[config.mk]
export PLATFORM = sky130hd
export DESIGN_NAME = gon_xbus
export DESIGN_NICKNAME = d
export VERILOG_FILES = /design/src/rtl/gon_xbus.sv
export SDC_FILE = /design/constraint.sdc
export NUM_CORES = 1
export LEC_CHECK = 0
export BUFFER_PORTS_ARGS = -buffer_cell sky130_fd_sc_hd__buf_4
export CAP_MARGIN = 10
export CORE_AREA = 4 4 413 415
export CTS_CLUSTER_SIZE = 16
export DETAILED_ROUTE_END_ITERATION = 10
export DIE_AREA = 0 0 417 419
export PLACE_DENSITY = 0.31
export SYNTH_ARGS = -nofsm -noshare
export SYNTH_HDL_FRONTEND = slang
export SYNTH_SLANG_ARGS = --single-unit
[constraint.sdc]
create_clock -name clk -period 15 [get_ports clk]
set_input_delay 0 -clock clk [delete_from_list [all_inputs] [get_ports clk]]
set_output_delay 0 -clock clk [all_outputs]
set_load 0.05 [all_outputs]
[src/rtl/gon_xbus.sv]
// Return-direction column bus: collects words from the column whose id matches
// col_tag into a 2-entry FIFO and presents them downstream tagged with the source.
module gon_xbus #(
  parameter int DATA_WIDTH    = 64,
  parameter int COL_TAG_WIDTH = 4,
  parameter int NUM_OF_COLS   = 14
) (
  input  logic                     clk,
  input  logic                     reset,
  input  logic [COL_TAG_WIDTH-1:0] col_tag,
  input  logic [COL_TAG_WIDTH-1:0] col_id  [0:NUM_OF_COLS-1],
  input  logic [DATA_WIDTH-1:0]    data_in [0:NUM_OF_COLS-1],
  input  logic [0:NUM_OF_COLS-1]   enable_in,
  output logic [0:NUM_OF_COLS-1]   ready_out,
  output logic [DATA_WIDTH-1:0]    data_out,
  output logic [COL_TAG_WIDTH-1:0] tag_out,
  output logic                     enable_out,
  input  logic                     ready_in,
  output logic                     multi_match_err
);

  logic [DATA_WIDTH-1:0]    r_mem_data [0:1];
  logic [COL_TAG_WIDTH-1:0] r_mem_tag  [0:1];
  logic                     r_rd_ptr;
  logic                     r_wr_ptr;
  logic [1:0]               r_count;
  logic                     r_multi_err;

  logic                     w_found;
  logic                     w_multi;
  logic                     w_sel_en;
  logic [DATA_WIDTH-1:0]    w_sel_data;
  logic [0:NUM_OF_COLS-1]   w_sel_onehot;
  logic                     w_not_full;
  logic                     w_push;
  logic                     w_pop;

  // Priority scan: the first matching column is served, any later match flags an error.
  always_comb begin
    w_found      = 1'b0;
    w_multi      = 1'b0;
    w_sel_en     = 1'b0;
    w_sel_data   = '0;
    w_sel_onehot = '0;
    for (int i = 0; i < NUM_OF_COLS; i++) begin
      if (col_id[i] == col_tag) begin
        if (w_found) begin
          w_multi = 1'b1;
        end else begin
          w_found         = 1'b1;
          w_sel_onehot[i] = 1'b1;
          w_sel_en        = enable_in[i];
          w_sel_data      = data_in[i];
        end
      end
    end
  end

  // Fullness comes from the registered count only, so a same-cycle pop never frees a slot.
  assign w_not_full = (r_count != 2'd2);
  assign ready_out  = (w_not_full && !reset) ? w_sel_onehot : '0;
  assign w_push     = w_found && w_sel_en && w_not_full && !reset;
  assign enable_out = (r_count != 2'd0);
  assign w_pop      = enable_out && ready_in;

  assign data_out        = r_mem_data[r_rd_ptr];
  assign tag_out         = r_mem_tag[r_rd_ptr];
  assign multi_match_err = r_multi_err;

  always_ff @(posedge clk) begin
    if (reset) begin
      r_rd_ptr    <= 1'b0;
      r_wr_ptr    <= 1'b0;
      r_count     <= 2'd0;
      r_multi_err <= 1'b0;
    end else begin
      if (w_push) r_wr_ptr <= ~r_wr_ptr;
      if (w_pop)  r_rd_ptr <= ~r_rd_ptr;
      case ({w_push, w_pop})
        2'b10:   r_count <= r_count + 2'd1;
        2'b01:   r_count <= r_count - 2'd1;
        default: r_count <= r_count;
      endcase
      if (w_multi) r_multi_err <= 1'b1;
    end
  end

  always_ff @(posedge clk) begin
    if (w_push) begin
      r_mem_data[r_wr_ptr] <= w_sel_data;
      r_mem_tag[r_wr_ptr]  <= col_tag;
    end
  end

endmodule

==> results.toml <==
[worst_hold_path]
min-delay-start = "data_in[210]"
min_path_type = "input pin to register"

[yosys]
async_reset_ff_share_pct = 0
synth_top_area_share_pct = 28.62
yosys.area.top_type = "edfxtp_1"
ys.flop_type = "edfxtp_1"
syn_nets = 2909
synth.distinct_cells = 47
ys_ff_latch = 142
synthCells = 1935
syn_area_um2 = 14270
avgSynthCellArea_um2 = 7.374
yosys_warnings = 0
synth-edff-count = 136
ys_seq_area_share_pct = 29.46
yosys-top-cells-area = "edfxtp_1, nand2_1, o22ai_1, a21oi_1, nor2_1"

[power_and_ir_drop]
p_per_area_nw_per_um2 = 95.39
power_leakage_nw = 10.25
total_power_mw = 2.512
vdd_drop_max_uv = 103.7

[final_layout]
instances_no_fill = 5199
nets = 3939
drive_gt1_share_pct = 40.90
synthToLayoutAreaGrowth_pct = 84.56
n_fill_cell = 19306

[sta]
grt_setup_unrepaired = "false"
min_period_over_period_pct = 39.85
setup-tns-final_ns = 0
hold_viol = 0
fin_hold_ws_ns = 0.05989
fmax_mhz = 167.3
slew_headroom_pct = 15.29
skew_ns = 0.02865
worst_pin_slew_ns = 1.271
report.final.slew_viol_count = 0
setup_violations = 0
fin_ws_ns = 9.023
fin_crit_ns = 5.977

[worst_setup_path]
required_ns = 15.26
cpMaxStageDelayCell = "nor4_4"
max_stage_delay_ns = 0.93
rr_startpoint = "r_count[0]$_SDFFE_PP0P_"
cp_common_cell = "buf_4"
path_delay_family = "buffers and inverters"
reg2reg_slack_ns = 11.13
cp-end-kind = "register"
cp.arrival_ns = 6.24
path_buf_inv = 6
crit_fanout = 69
path_cells = "dlygate4sd3_1 > buf_4 > xor2_1 > nor4_4 > buf_4 > or3_4 > buf_4 > nor2_1 > nand2_4 > buf_4 > and3_1 > o21ai_1 > dlygate4sd3_1"
cp.depth = 13
crit_path_start_kind = "input pin"
cp-endpoint = "r_mem_data[0][21]$_DFFE_PP_"
r2r.worst_path.cells = 7
r2r_end = "r_mem_data[1][31]$_DFFE_PP_"
crit_type = "input pin to register"
crit_start = "col_tag[3]"

[cts]
clock_sinks = 142
cts_htree_levels = 4
cts_tree = "yes"
clk_latency_ns = 0.54
cts_root_buffer = "clkbuf_16"
ctsResizeCount = 0
cts_buffers = 17
clk_pin_slew_worst_paths_ns = 0.07
clockBufferDepth = 2

[detailed_routing]
drc = 0
wl_per_cell_um = 31.32
routed_wl_um = 162800
drt-vias-per-instance = 4.042
drt_first_pass_iters = 6
ant_nets = 0
num_vias = 21014
drt_first_iter_violations = 1656

[placed_design]
hpwl_um = 133600
place_inst = 5025
pre_cts_ws_ns = 9.065
io_buffers = 1056
place_congestion = 0.8870

[grt]
antenna_found_initial = 55
grt_max_degree = 70
grt-ovfl-total = 0
grt_pass1_vias = 21715
grt_pass1_wl_um = 208200
grt_use_total_pct = 17.76

[floorplan]
core-area_um2 = 166700
die_area_um2 = 174700
io_pins = 1057
initial_core_util_pct = 8.562
rows = 150
fp.dieW_um = 417
dieHeight_um = 419

[job]
max_cap_viol_count = 0

[outcome]
status = "finished, final reports clean"
-- through the flow --
step                      area, um2  util [%]
after CTS                     26290     15.78
after floorplan               14270         -
after global placement        24440     14.67
after global routing          26320     15.79
after detailed placement      24440     14.67
final                         26330     15.80
-- state kept, by name (all words and copies together), names as in the netlist, named ones only --
name	count
r_count	2
r_mem_tag	8
r_mem_data	128
multi_match_err	1
r_wr_ptr	1
r_rd_ptr	1
-- report_power, final --
group / switching (mW) / leakage, nW / total (mW) / internal, mW
registers: 0.0306 / 1.30 / 0.574 / 0.544
clock network: 0.222 / 0.294 / 0.471 / 0.249
logic: 0.896 / 8.65 / 1.47 / 0.570
-- kinds of logic after synthesis --
family	Yosys count	synth area share, %
AOI/OAI and AO/OA	666	30.43
xor gates and xnor gates	59	3.621
adders and majority gates	3	0.2280
buffers and inverters	215	6.743
DFF	142	29.46
muxes	69	5.437
and+or+nand+nor	781	24.08
-- synth_stat cells (2+ instances only) --
cell	instances
o22ai_1	192
a21oi_1	200
nand4_1	16
nor4_4	2
buf_2	10
edfxtp_1	136
nor3_1	69
o21ai_0	2
a21o_1	3
o21ai_1	64
and4_1	9
nand3_1	67
a31oi_1	2
buf_6	17
and2_1	2
xor2_1	5
buf_1	36
clkbuf_1	144
dfxtp_1	6
xnor2_1	54
nand2_1	328
a221o_1	2
inv_1	3
buf_4	4
nor4_1	5
o221ai_1	66
and3_1	65
nor2_1	210
o211ai_1	66
o32a_1	64
mux2_2	68
maj3_1	2
or3_1	2
-- layout by cell type (no fill, tap or decap), types with 54 or more instances in the layout --
cell type	instances
nand3_1	66
o22ai_1	192
o211ai_1	66
buf_4	1095
dlygate4sd3_1	125
a21oi_1	199
nor2_1	207
nand2_1	327
o32a_1	64
edfxtp_1	136
nor3_1	69
and3_1	65
mux2_2	68
o221ai_1	66
xnor2_1	54
o21ai_1	64
-- worst min-delay path by stage --
stage                                        end  cells past startpoint
finish               r_mem_data[1][18]$_DFFE_PP_                      4
CTS                  r_mem_data[0][17]$_DFFE_PP_                      4
detailed placement                      register                      2
global placement                        register                      2
floorplan           multi_match_err$_SDFFE_PP0P_                      1
global route         r_mem_data[0][57]$_DFFE_PP_                      4
-- worst min-delay path, cell delays in order --
cell and delay [ns]:
buf_4 0.08, o22ai_1 0.08, o32a_1 0.20, o21ai_1 0.10
-- layout make-up --
cell class,count,area (um2),share of cell area [%]
diodes,17,42.54,0.1615
clock buffers,17,425.4,1.615
clock inverters,15,173.9,0.6604
inverters,4,15.01,0.05702
multi-input cells,1578,9200,34.94
flip-flops and latches,142,4208,15.98
well taps,2204,2758,10.47
repair buffers,1222,9512,36.12
-- metal layers --
metal,up-vias,wire length (um),global-route usage [%]
met4,16,3172,3.689
li1,9403,-,-
met2,895,84060,32.38
met5,-,99,0
met1,10555,66540,21.47
met3,145,8944,3.595
-- repair_timing --
| action | CTS | global route |
|---|---|---|
| hold endpoints to repair | 142 | 0 |
| setup endpoints to repair | 0 | 0 |
| hold buffers | 125 | 0 |
| buffers inserted | 0 | 0 |
(Power assumes the default switching activity.)
